===== src/rtl/seq_array_mult_ctrl_pkg.sv =====
// Shared widths, step count and FSM encodings for the sequential 8x8 multiplier.
package seq_array_mult_ctrl_pkg;

    localparam int unsigned OpW      = 8;   // operand width
    localparam int unsigned ProdW    = 16;  // product / accumulator width
    localparam int unsigned NumSteps = 4;   // one 2-bit multiplier slice per step
    localparam int unsigned StepW    = 2;   // step counter width
    localparam int unsigned PpW      = 10;  // 2x8 partial-product row width

    // FSM encodings kept as plain constants for compatibility with older flows
    typedef logic [1:0] state_t;
    localparam state_t IDLE = 2'd0;
    localparam state_t RUN  = 2'd1;
    localparam state_t DONE = 2'd2;

endpackage


===== src/rtl/pp_row_2x8.sv =====
// Combinational 2x8 partial-product row: b times a 2-bit multiplier slice.
module pp_row_2x8
    import seq_array_mult_ctrl_pkg::*;
(
    input  logic [1:0]     a2,
    input  logic [OpW-1:0] b,
    output logic [PpW-1:0] pp
);

    // Sum of the two shifted, gated copies of b
    always_comb begin
        pp = ({PpW{a2[0]}} & {2'b00, b})
           + ({PpW{a2[1]}} & {1'b0, b, 1'b0});
    end

endmodule


===== src/rtl/seq_array_mult_ctrl.sv =====
// Sequential 8x8 unsigned multiplier: one 2x8 row reused over four cycles,
// valid/ready on both sides, optional early finish when remaining bits are zero.
module seq_array_mult_ctrl
    import seq_array_mult_ctrl_pkg::*;
#(
    parameter bit EARLY_TERM = 1'b0
) (
    input  logic             clk,
    input  logic             rst,
    input  logic             in_valid,
    output logic             in_ready,
    input  logic [OpW-1:0]   A,
    input  logic [OpW-1:0]   B,
    output logic             out_valid,
    input  logic             out_ready,
    output logic [ProdW-1:0] P,
    output logic             busy
);

    state_t             state_q, state_d;
    logic [OpW-1:0]     a_q, a_d;
    logic [OpW-1:0]     b_q, b_d;
    logic [ProdW-1:0]   acc_q, acc_d;
    logic [StepW-1:0]   step_q, step_d;

    logic [OpW-1:0]     a_shr;
    logic [1:0]         pair;
    logic               rest_zero;
    logic               last_step;
    logic [PpW-1:0]     pp;
    logic [ProdW-1:0]   pp_shifted;

    // Select the current multiplier slice and look at what is left above it
    always_comb begin
        a_shr      = a_q >> {step_q, 1'b0};
        pair       = a_shr[1:0];
        rest_zero  = (a_shr[OpW-1:2] == '0);
        last_step  = (step_q == StepW'(NumSteps - 1)) || (EARLY_TERM && rest_zero);
        pp_shifted = {{(ProdW - PpW){1'b0}}, pp} << {step_q, 1'b0};
    end

    pp_row_2x8 u_pp_row (
        .a2 (pair),
        .b  (b_q),
        .pp (pp)
    );

    // Next-state: accept in IDLE, accumulate in RUN, hold result in DONE
    always_comb begin
        state_d = state_q;
        a_d     = a_q;
        b_d     = b_q;
        acc_d   = acc_q;
        step_d  = step_q;
        case (state_q)
            IDLE: begin
                if (in_valid) begin
                    a_d     = A;
                    b_d     = B;
                    acc_d   = '0;
                    step_d  = '0;
                    state_d = RUN;
                end
            end
            RUN: begin
                acc_d  = acc_q + pp_shifted;
                step_d = step_q + StepW'(1);
                if (last_step) begin
                    state_d = DONE;
                end
            end
            DONE: begin
                if (out_ready) begin
                    state_d = IDLE;
                end
            end
            default: state_d = IDLE;
        endcase
    end

    // State registers with synchronous reset taking priority over handshakes
    always_ff @(posedge clk) begin
        if (rst) begin
            state_q <= IDLE;
            a_q     <= '0;
            b_q     <= '0;
            acc_q   <= '0;
            step_q  <= '0;
        end else begin
            state_q <= state_d;
            a_q     <= a_d;
            b_q     <= b_d;
            acc_q   <= acc_d;
            step_q  <= step_d;
        end
    end

    // Outputs decoded from state; P always mirrors the accumulator
    always_comb begin
        in_ready  = (state_q == IDLE);
        out_valid = (state_q == DONE);
        busy      = (state_q == RUN);
        P         = acc_q;
    end

endmodule

===== config.mk =====
export PLATFORM = sky130hd
export DESIGN_NAME = seq_array_mult_ctrl
export DESIGN_NICKNAME = d
export VERILOG_FILES = /design/src/rtl/seq_array_mult_ctrl_pkg.sv /design/src/rtl/pp_row_2x8.sv /design/src/rtl/seq_array_mult_ctrl.sv
export SDC_FILE = /design/constraint.sdc
export NUM_CORES = 1
export LEC_CHECK = 0
export ABC_AREA = 1
export ABC_CLOCK_PERIOD_IN_PS = 4900
export CORE_MARGIN = 4
export CORE_UTILIZATION = 40
export CTS_CLUSTER_DIAMETER = 40
export CTS_CLUSTER_SIZE = 24
export DETAILED_ROUTE_END_ITERATION = 7
export SLEW_MARGIN = 20
export SYNTH_ARGS = -nofsm -noshare
export SYNTH_HDL_FRONTEND = slang
export SYNTH_SLANG_ARGS = --single-unit
export TNS_END_PERCENT = 1

===== constraint.sdc =====
create_clock -name clk -period 4.9 [get_ports clk]
set_input_delay 0.98 -clock clk [delete_from_list [all_inputs] [get_ports clk]]
set_output_delay 0.98 -clock clk [all_outputs]
set_load 0.02 [all_outputs]

==> Yosys cells after proc, flatten, opt, wreduce, memory -nomap -nowiden <==
Cells that the tools add are included.
{ "totals": {"out_inout_bits": 19, "ff_bits": 36, "input_bits": 20, "wordCells": 31} }
{ "op_classes": {"n_mux": 8, "bitwise_logic": 2, "shifts": 2, "eq_ne": 6, "reduce_logical": 5, "n_addsub": 3} }
{ "op_table": {"columns": ["operator", "n"], "rows": [
  ["$pmux 16 s2", 1],
  ["$add 16x16->16", 1],
  ["$mux 16", 1],
  ["$shl 10x3->16", 1],
  ["$add 10x10->10", 1],
  ["$and 10x8->10", 1],
  ["$and 10x9->10", 1],
  ["$mux 2", 4],
  ["$shr 8x3->2", 1],
  ["$pmux 2 s3", 1],
  ["$eq 2x2->1 const B", 2],
  ["$ne 2x1->1 const B", 2],
  ["$pmux 2 s2", 1],
  ["$reduce_and 2->1", 2],
  ["$reduce_and 3->1", 1],
  ["$add 2x1->2 const B", 1],
  ["$eq 2x1->1 const B", 1],
  ["$logic_not 2->1", 1],
  ["$ne 2x2->1 const B", 1],
  ["$reduce_bool 2->1", 1]
]} }

==> Longest topological paths before layout <==
Gate-level depths: netlist (run 1).
{ "logic_depth": {"ltp_word": 6, "depth_mapped": 28, "depth_no_buf": 27} }

==> Modules after synthesis <==
Synthesis (run 1) repeated with hierarchy kept, for this count alone.
{ "hier_totals": {"cells_unflattened": 481, "area_unflattened_um2": 3049.2} }
{ "by_module_without_submodules": {"columns": ["module", "area_per_inst_um2", "cells_per_inst", "seq_area_each_um2", "n_inst"], "rows": [
  ["seq_array_mult_ctrl", 2563.7, 392, 720.7, 1],
  ["pp_row_2x8", 485.5, 89, 0.0, 1]
]} }

==> Worst setup path after synthesis (run 1) <==
No wires, ideal clock.
{ "synth_timing": {"path_type": "reg-to-reg", "start": "register step_q[1]", "end": "register acc_q[10], in the netlist P[10]", "required_time_ns": 4.768, "period_less_slack_ns": 3.416, "slack_ns": 1.484, "path_stages_with_launch": 25, "t_arrival_ns": 3.284, "cell_sequence": "dfxtp_1 -> buf_4 -> inv_2 -> a21oi_1 -> a32o_1 -> nor2_1 -> ha_1 -> inv_1 -> fa_1 -> inv_1 -> nand2_1 -> nand3_2 -> nand2_2 -> a21oi_4 -> nand2_1 -> o21ai_1 -> nand2_1 -> o21ai_1 -> ha_1 -> a21oi_1 -> a21boi_1 -> nand3_1 -> or2_2 -> nand3_1 -> a21oi_1"} }
{ "synth_between": {"elab_chain_cells": 6, "elab_cells_between_ends": 7, "classes_between": "2 x add/sub; 2 x shift; 1 x mux; 2 x bitwise"} }
{ "synth_rtl": {"columns": ["element", "line", "source"], "rows": [
  ["start, declared", "seq_array_mult_ctrl.sv:24", "logic [StepW-1:0] step_q, step_d;"],
  ["start signal, assigned", "seq_array_mult_ctrl.sv:94", "step_q <= step_d;"],
  ["$shr 8x3->2", "seq_array_mult_ctrl.sv:35", "a_shr = a_q >> {step_q, 1'b0};"],
  ["$and 10x8->10 / $and 10x9->10 (equally long branches)", "pp_row_2x8.sv:12, pp_row_2x8.sv:13", null],
  ["$add 10x10->10", "pp_row_2x8.sv:13", "+ ({PpW{a2[1]}} & {1'b0, b, 1'b0});"],
  ["$shl 10x3->16 (*)", "seq_array_mult_ctrl.sv:39", "pp_shifted = {{(ProdW - PpW){1'b0}}, pp} << {step_q, 1'b0};"],
  ["$add 16x16->16 (*)", "seq_array_mult_ctrl.sv:66", "acc_d = acc_q + pp_shifted;"],
  ["$pmux 16 s2 (*)", "seq_array_mult_ctrl.sv:55", "case (state_q)"],
  ["end signal, assigned", "seq_array_mult_ctrl.sv:87", "acc_q <= '0;"],
  ["end signal, assigned", "seq_array_mult_ctrl.sv:93", "acc_q <= acc_d;"],
  ["end, declared", "seq_array_mult_ctrl.sv:23", "logic [ProdW-1:0] acc_q, acc_d;"]
]} }
Every way passes the cells marked *; elsewhere a longest branch is shown, timed or not.
A chain may end at the register's enable or synchronous reset.

==> Worst setup path after layout (run 1) <==
{ "layout_timing": {"start": "register step_q[1]", "end": "register acc_q[12], in the netlist P[12]"} }
The elaborated chain is that of the path after synthesis.

==> flow_summary.ini, run 1 <==
[pwr]
p_per_area_nw_per_um2 = 225
total_power_mw = 0.730
leakagePower_nw = 1.42
ir_worst_vdd_v = 0.000140

[timing]
post-route-period-util = 0.842
fin_skew_ps = 10.5
setup_viol = 0
slew_headroom = 0.372
max_freq_mhz = 242
worstMarginPinSlew_ps = 938
fin_ws_ps = 775
final.min_clock_period_ps = 4130
hold_viol_final = 0
slew_viol_final = 0
fin_tns_setup_ps = 0
rsz0062_at_grt = false

[final_layout]
diodes = 0
final_util = 0.500
finalNonFillerCells = 529
syn2layout_area_growth_pct = 19.0
nets = 496
layout-drive-gt1-share = 0.0708
fillers = 674
final_common_cell = nand2_1
final_cell_mix = 88 x nand2_1, 54 x nor2_1, 51 x a21oi_1

[global_routing]
grt_pass1_vias = 2489
grt_usage = 0.172
grt_max_degree = 26
use_met2 = 0.262
antenna_found_initial = 0
globalRoute.totalOverflow = 0
top_usage_layer = met2
use_met3 = 0.0400
grt_pass1_wl_mm = 11.7
grt.met1_usage = 0.241

[route]
drt-initial-drc-count = 110
dr.pass1.iters = 4
drc = 0
ant_nets = 0
drt-wirelength-per-cell_um = 12.7
via_count = 2622
routed_wl_mm = 6.71
vias_per_cell = 4.96

[synthesis]
seq_area_frac_synth = 0.264
syn_nets = 462
postSynthCellCount = 417
yosysWarnings = 0
syn_area_um2 = 2730
yosys_register_bits = 36
avgSynthCellArea_um2 = 6.55
yosys.cell_types.count = 39

[clocking]
cts-root-buf = clkbuf_8
cts-htree-levels = 2
cts-resized-gates = 0
cts_buffers = 5
clock_latency_ps = 300
cts.sinks = 36
cts_setup_buffers = 0
cts_max_path_buffers = 2
cts_tree = built
hold_buffers = 0
path_clk_slew_ps = 90

[placement]
io_buffers = 38
hpwl_mm = 5.18
gp_congestion = 0.865
place_inst = 521
pre_cts_slack_ps = 819

[critical_path]
crit_arrival_ps = 4340
required_ps = 5120
cp_max_fo = 18
rrSetupSlack_ps = 770
start_kind = flop
path_class = reg2reg
end_kind = flop

[floorplan]
rows = 29
ios = 39
die_h_um = 90.7
dieArea_um2 = 8220
initial_core_util = 0.421
core-area_um2 = 6490
die_x_um = 90.7

[min_path]
min_path_type = reg2reg

[flow_run]
maxCapViolCount = 0

[run_status]
status = completed
[cells by family (layout without fill, tap and decap cells)]
family | after synthesis | after routing | share of synthesized area
AOI/OAI and AO/OA | 111 | 111 | 0.221
xor gates and xnor gates | 6 | 6 | 0.0192
adders and majority gates | 25 | 25 | 0.120
buffers and inverters | 61 | 96 | 0.0916
DFF | 36 | 36 | 0.264
and+or+nand+nor | 178 | 178 | 0.284
[critical path, stage by stage (launching register included)]
cell,delay (ps)
dfxtp_1,300
buf_4,190
inv_2,210
a21oi_1,70
a32o_1,300
nor2_1,120
ha_1,190
inv_1,70
fa_1,400
inv_1,90
nand2_1,60
nand3_2,80
nand2_2,70
a21oi_4,160
nand2_1,70
o21ai_1,110
nand2_1,70
o21ai_1,110
ha_1,300
a21oi_1,140
a21boi_1,180
nand3_1,190
a21o_1,220
a21oi_1,120
o21ai_1,90
a21oi_1,120
[per-stage QoR]
step | cell area (um^2) | hold WS, ps
6_report | 3250 | 485
5_1_grt | 3250 | 512
4_1_cts | 3250 | 492
3_5_place_dp | 3160 | 479
3_3_place_gp | 3160 | 473
2_1_floorplan | 2730 | 450
[worst paths after layout]
kind | from | endpoint | cells past startpoint
max reg2reg | step_q[1]$_SDFFE_PP0P_ | P[12]$_SDFFE_PP0P_ | 25
max | step_q[1]$_SDFFE_PP0P_ | P[12]$_SDFFE_PP0P_ | 25
min reg2reg | b_q[3]$_SDFFE_PP0P_ | b_q[3]$_SDFFE_PP0P_ | 2
min | b_q[3]$_SDFFE_PP0P_ | b_q[3]$_SDFFE_PP0P_ | 2
[sequential cells by signal, summed over array words and instances (netlist names)]
signal,flops
b_q,8
P,16
state_q,2
a_q,8
step_q,2
[power breakdown]
part / internal, mW / switching, mW / leakage [nW]
Clock: 0.0993 / 0.124 / 0.0479
Sequential: 0.309 / 0.0102 / 0.295
Combinational: 0.0727 / 0.115 / 1.07
[cell type report]
cell class	count	area, um^2	share of cell area
Tap cell	77	96.3	0.0296
Sequential cell	36	721	0.222
Multi-Input combinational cell	320	1760	0.542
Inverter	47	181	0.0558
Clock inverter	3	18.8	0.00577
Clock buffer	5	68.8	0.0212
Timing Repair Buffer	41	403	0.124
[cell usage after synthesis]
cell | count | share of area
a211oi_1 | 1 | 0.0027
a21boi_1 | 2 | 0.0055
a21o_1 | 4 | 0.011
a21oi_1 | 51 | 0.093
a21oi_2 | 1 | 0.0032
a21oi_4 | 1 | 0.0060
a31oi_1 | 2 | 0.0046
a32o_1 | 1 | 0.0037
buf_2 | 1 | 0.0018
buf_4 | 2 | 0.0055
buf_6 | 1 | 0.0041
clkbuf_1 | 10 | 0.014
dfxtp_1 | 36 | 0.26
fa_1 | 2 | 0.015
ha_1 | 23 | 0.11
inv_1 | 41 | 0.056
inv_2 | 5 | 0.0069
inv_6 | 1 | 0.0032
nand2_1 | 88 | 0.12
nand2_2 | 1 | 0.0023
nand2_4 | 1 | 0.0041
nand3_1 | 15 | 0.027
nand3_2 | 5 | 0.018
nand3b_1 | 1 | 0.0027
nand4_1 | 2 | 0.0046
nand4_2 | 1 | 0.0046
nor2_1 | 54 | 0.074
nor2_4 | 2 | 0.0082
nor3_1 | 3 | 0.0055
nor4_1 | 1 | 0.0023
o211ai_1 | 1 | 0.0027
o21a_1 | 1 | 0.0027
o21ai_0 | 30 | 0.055
o21ai_1 | 15 | 0.027
o221ai_1 | 1 | 0.0032
or2_1 | 1 | 0.0023
or2_2 | 3 | 0.0069
xnor2_1 | 4 | 0.013
xor2_1 | 2 | 0.0064
[layer usage]
metal	up-vias	wire length [um]
met1	1117	3390
li1	1445	-
met4	0	114
met5	-	0
met3	12	296
met2	48	2910
(Power assumes the default switching activity.)
==> run 2: changes to the inputs <==
--- a/config.mk
+++ b/config.mk
@@ -6,7 +6,7 @@
 export NUM_CORES = 1
 export LEC_CHECK = 0
 export ABC_AREA = 1
-export ABC_CLOCK_PERIOD_IN_PS = 4900
+export ABC_CLOCK_PERIOD_IN_PS = 4000
 export CORE_MARGIN = 4
 export CORE_UTILIZATION = 40
 export CTS_CLUSTER_DIAMETER = 40
==> constraint.sdc (replaced) <==
create_clock -name clk -period 4 [get_ports clk]
set_input_delay 0.8 -clock clk [delete_from_list [all_inputs] [get_ports clk]]
set_output_delay 0.8 -clock clk [all_outputs]
set_load 0.02 [all_outputs]
==> run 2 against run 1 <==
  * Fmax rose by 12%
  * Setup slack got worse by 460 ps
  * Routed wire length rose by 3.9%
  * Global-route usage fell by 0.36 points
  * Hold slack improved by 5.4 ps
  * Design area rose by 2.9%
  * Non-clock buffer count rose by 6
  * Sequential share of layout area fell by 0.51 points
  * Critical path depth fell by 4
  * Die area did not move
  * Critical endpoint unchanged
  * Highest routed layer unchanged
  * Register-to-register slack got worse by 460 ps
==> flow_summary.ini, run 2 (synthesis gave the netlist of run 1 again) <==
[floorplan]
ios = 39
rows = 29
initial_core_util = 0.421
die_x_um = 90.7
core-area_um2 = 6490
dieArea_um2 = 8220
die_h_um = 90.7

[final_layout]
nets = 502
final_util = 0.515
layout-drive-gt1-share = 0.100
syn2layout_area_growth_pct = 22.4
diodes = 0
area.sequential_um2 = 724
final_common_cell = nand2_1
final_cell_area_um2 = 3340
finalNonFillerCells = 535
fillers = 677
final_cell_mix = 88 x nand2_1, 54 x nor2_1, 50 x a21oi_1
multi_input_area_um2 = 1800
largest_reg_flops = 16

[clocking]
cts-root-buf = clkbuf_8
cts_max_path_buffers = 2
clock_latency_ps = 290
cts_buffers = 5
hold_buffers = 0
cts.sinks = 36
path_clk_slew_ps = 80
cts-htree-levels = 2
cts_tree = built

[global_routing]
antenna_found_initial = 0
grt_pass1_wl_mm = 11.6
grt_usage = 0.168
globalRoute.totalOverflow = 0
grt_max_degree = 26
grt_pass1_vias = 2559

[timing]
hold_viol_final = 0
max_freq_mhz = 271
post-route-period-util = 0.922
fin_tns_setup_ps = 0
setup_viol = 0
worstMarginPinSlew_ps = 670
final.min_clock_period_ps = 3690
slew_headroom = 0.552
slew_viol_final = 0
rsz0062_at_grt = false
fin_skew_ps = 4.94

[pwr]
leakagePower_nw = 1.45
ir_worst_vdd_v = 0.000162
swShare = 0.332
power.internal_mw = 0.614
power_frac_clock = 0.310
comb_power_share = 0.264
p_per_area_nw_per_um2 = 275
netSwitchingPower_mw = 0.306
sequentialPowerShare = 0.425

[min_path]
worstHoldEndpoint = P[0]$_SDFFE_PP0P_
hold_path_depth = 2
min_from = P[0]$_SDFFE_PP0P_
min_path_type = reg2reg

[critical_path]
end_kind = flop
slowest_delay_ps = 400
start_kind = flop
crit_family = compound AO/OA/AOI/OAI gates
path_class = reg2reg
required_ps = 4230
r2r_cells = 21
reg2reg_from = step_q[0]$_SDFFE_PP0P_
path_cells = nand2_1 -> a32o_2 -> nor2_1 -> ha_1 -> inv_1 -> fa_1 -> inv_1 -> nand2_1 -> nand3_2 -> xnor2_1 -> nand2_1 -> o21ai_1 -> o21ai_1 -> ha_1 -> a21o_1 -> a21boi_1 -> nand3_2 -> a21o_1 -> a21oi_1 -> o21ai_1 -> a21oi_1
rrSetupSlack_ps = 310
slowest_stage = fa_1
cp_max_fo = 8
crit_buf_inv = 2
worst_r2r_endpoint = P[12]$_SDFFE_PP0P_
crit_arrival_ps = 3920

[route]
vias_per_cell = 5.22
drc = 0
drt-initial-drc-count = 190
routed_wl_mm = 6.97
via_count = 2791
ant_nets = 0
drt-wirelength-per-cell_um = 13.0
dr.pass1.iters = 5

[placement]
place_inst = 523
gp_congestion = 0.893
hpwl_mm = 5.29
place_area_um2 = 3180
io_buffers = 38

[flow_run]
maxCapViolCount = 0

[run_status]
status = completed
[run 2: power by group through the flow]
stage	clock, mW	sequential (mW)	combinational [mW]
CTS	0.295	0.391	0.235
global placement	0	0.399	0.232
floorplan	0	0.401	0.161
detailed placement	0	0.400	0.234
finish	0.285	0.391	0.243
global route	0.311	0.394	0.273
[run 2: what timing repair did]
action | in CTS | in global routing
setup buffers | 0 | 4
hold endpoints to repair | 0 | 0
setup endpoints to repair | 0 | 10
gates resized for setup | 0 | 12
[run 2: worst max path at each step]
| stage | from | endpoint | depth (start not counted) |
|---|---|---|---|
| final | step_q[0]$_SDFFE_PP0P_ | P[12]$_SDFFE_PP0P_ | 21 |
| after detailed placement | step_q[0]$_SDFFE_PP0P_ | P[12]$_SDFFE_PP0P_ | 23 |
| after floorplan | step_q[1]$_SDFFE_PP0P_ | P[10]$_SDFFE_PP0P_ | 24 |
| after CTS | step_q[0]$_SDFFE_PP0P_ | P[12]$_SDFFE_PP0P_ | 23 |
| after global routing | step_q[0]$_SDFFE_PP0P_ | P[12]$_SDFFE_PP0P_ | 24 |
| after global placement | step_q[0]$_SDFFE_PP0P_ | P[12]$_SDFFE_PP0P_ | 23 |
[run 2: final cells by class]
cell class / instances / share of cell area
Multi-Input combinational cell: 320 / 0.537
Timing Repair Buffer: 47 / 0.134
Clock inverter: 2 / 0.00449
Clock buffer: 6 / 0.0247
Sequential cell: 36 / 0.217
Tap cell: 77 / 0.0288
Inverter: 47 / 0.0542
[run 2: worst register-to-register path, delay by kind of cell, from the launching register on]
kind,cells,cell delay [ps]
AND/OR/NAND/NOR,6,540
adder cells (fa/ha/maj),3,940
XOR/XNOR,1,160
AO/OA/AOI/OAI,9,1440
buffers and inverters,2,150
flip-flops,1,390
[run 2: metal layers]
layer | share of wire | vias up | routed length [um] | GRT usage
li1 | - | 1461 | - | -
met1 | 0.49 | 1239 | 3400 | 0.226
met2 | 0.44 | 78 | 3060 | 0.272
met3 | 0.054 | 13 | 377 | 0.0317
met4 | 0.019 | 0 | 130 | 0.0523
met5 | 0 | - | 0 | 0
[run 2: stage by stage]
stage	power [mW]	hold WS, ps	worst slack (ps)
floorplan	0.562	450	584
global placement	0.632	474	161
detailed placement	0.634	477	55.8
CTS	0.921	492	32.8
global route	0.977	511	22.8
finish	0.919	490	312
==> run 3: changes to the inputs <==
==> constraint.sdc (replaced) <==
create_clock -name clk -period 4 [get_ports clk]
set_input_delay 0.4 -clock clk [delete_from_list [all_inputs] [get_ports clk]]
set_output_delay 0.4 -clock clk [all_outputs]
set_load 0.02 [all_outputs]
==> run 3 against run 2 <==
  * Cell count is the same
  * First-iteration DRC count is 7.4% higher
  * Clock power rose by 17%
  * Global-route usage is 0.16 points lower
  * Clock skew grew 2.8 ps
  * Combinational power about the same
  * Highest routed layer unchanged
==> flow_summary.ini, run 3 (synthesis gave the netlist of run 1 again) <==
[critical_path]
worst_r2r_endpoint = P[14]$_SDFFE_PP0P_
start_kind = flop
slowest_stage = fa_1
required_ps = 4210
path_class = reg2reg
end_kind = flop
crit_family = compound AO/OA/AOI/OAI gates
cp_max_fo = 8
reg2reg_from = step_q[0]$_SDFFE_PP0P_
crit_buf_inv = 3
path_common_cell = nand2_1
r2r_cells = 25
rrSetupSlack_ps = 240
slowest_delay_ps = 400
crit_arrival_ps = 3970

[min_path]
min_path_type = reg2reg
worstHoldEndpoint = P[0]$_SDFFE_PP0P_
hold_path_depth = 2
min_from = P[0]$_SDFFE_PP0P_

[global_routing]
grt_usage = 0.167
grt_pass1_wl_mm = 11.5
antenna_found_initial = 0
grt_max_degree = 26
globalRoute.totalOverflow = 0
grt_pass1_vias = 2460

[clocking]
path_clk_slew_ps = 80
cts_buffers = 5
cts-root-buf = clkbuf_8
cts-htree-levels = 2
cts_tree = built
cts.sinks = 36
clock_latency_ps = 290
cts_max_path_buffers = 2

[final_layout]
final_util = 0.519
diodes = 0
largest_reg_flops = 16
layout-drive-gt1-share = 0.109
final_cell_area_um2 = 3370
nets = 502
syn2layout_area_growth_pct = 23.3
final_common_cell = nand2_1
final_cell_mix = 87 x nand2_1, 54 x nor2_1, 50 x a21oi_1

[timing]
post-route-period-util = 0.940
setup_viol = 0
fin_tns_setup_ps = 0
worstMarginPinSlew_ps = 955
final.min_clock_period_ps = 3760
max_freq_mhz = 266
hold_viol_final = 0
slew_headroom = 0.361
slew_viol_final = 0
fin_skew_ps = 7.73

[route]
vias_per_cell = 5.12
drt-wirelength-per-cell_um = 12.9
drt-initial-drc-count = 204
ant_nets = 0
via_count = 2740
drc = 0
routed_wl_mm = 6.91
dr.pass1.iters = 4

[flow_run]
maxCapViolCount = 0

[floorplan]
rows = 29
dieArea_um2 = 8220
core-area_um2 = 6490
die_x_um = 90.7
initial_core_util = 0.421
ios = 39
die_h_um = 90.7

[placement]
io_buffers = 38
place_area_um2 = 3170
hpwl_mm = 5.25
gp_congestion = 0.882

[pwr]
leakagePower_nw = 1.47
ir_worst_vdd_v = 0.000142
p_per_area_nw_per_um2 = 287
total_power_mw = 0.967

[run_status]
status = completed
-- run 3: routing by layer --
metal	vias up	track usage	share of wire
met3	11	0.0317	0.040
li1	1462	-	-
met1	1214	0.228	0.50
met5	-	0	0
met4	0	0.0485	0.012
met2	53	0.266	0.45
-- run 3: area by class of cell --
class	count	area (um^2)
clock inverter	3	42.5
sequential	36	722
fill	682	3130
timing repair buffer	47	448
inverter	47	181
clock buffer	5	68.8
tap	77	96.3
multi-input combinational	320	1810
-- run 3: worst max path at each step --
stage	startpoint	to	cells after the start
final	step_q[0]$_SDFFE_PP0P_	P[14]$_SDFFE_PP0P_	25
after global routing	step_q[0]$_SDFFE_PP0P_	P[12]$_SDFFE_PP0P_	24
after CTS	step_q[0]$_SDFFE_PP0P_	P[14]$_SDFFE_PP0P_	25
after detailed placement	step_q[0]$_SDFFE_PP0P_	P[14]$_SDFFE_PP0P_	24
after global placement	step_q[0]$_SDFFE_PP0P_	P[10]$_SDFFE_PP0P_	22
after floorplan	step_q[1]$_SDFFE_PP0P_	P[10]$_SDFFE_PP0P_	24
-- run 3: timing repair --
action / in CTS / in global routing
pin swaps: 0 / 6
setup endpoints to repair: 2 / 8
endpoints found under the hold margin: 0 / 0
buffers inserted: 0 / 5
hold buffers: 0 / 0
cloned: 0 / 0
resized for setup: 1 / 16
-- run 3: tightest hold or removal path: stages, from the launching register on --
cell and delay (ps):
dfxtp_1 330, nand2_1 60, a21oi_1 50
-- run 3: per-stage QoR --
step | hold slack [ps] | instances | setup slack [ps]
final | 490 | 535 | 241
after global routing | 517 | 535 | -34.0
after CTS | 492 | 530 | 51.3
after detailed placement | 475 | 522 | 26.8
after global placement | 474 | 522 | 128
after floorplan | 450 | 417 | 584
-- run 3: report_power, final --
| part | total, mW | switching (mW) | internal [mW] | leakage (nW) |
|---|---|---|---|---|
| Combinational | 0.244 | 0.148 | 0.0962 | 1.12 |
| Sequential | 0.391 | 0.0120 | 0.379 | 0.295 |
| Clock | 0.333 | 0.148 | 0.185 | 0.0541 |
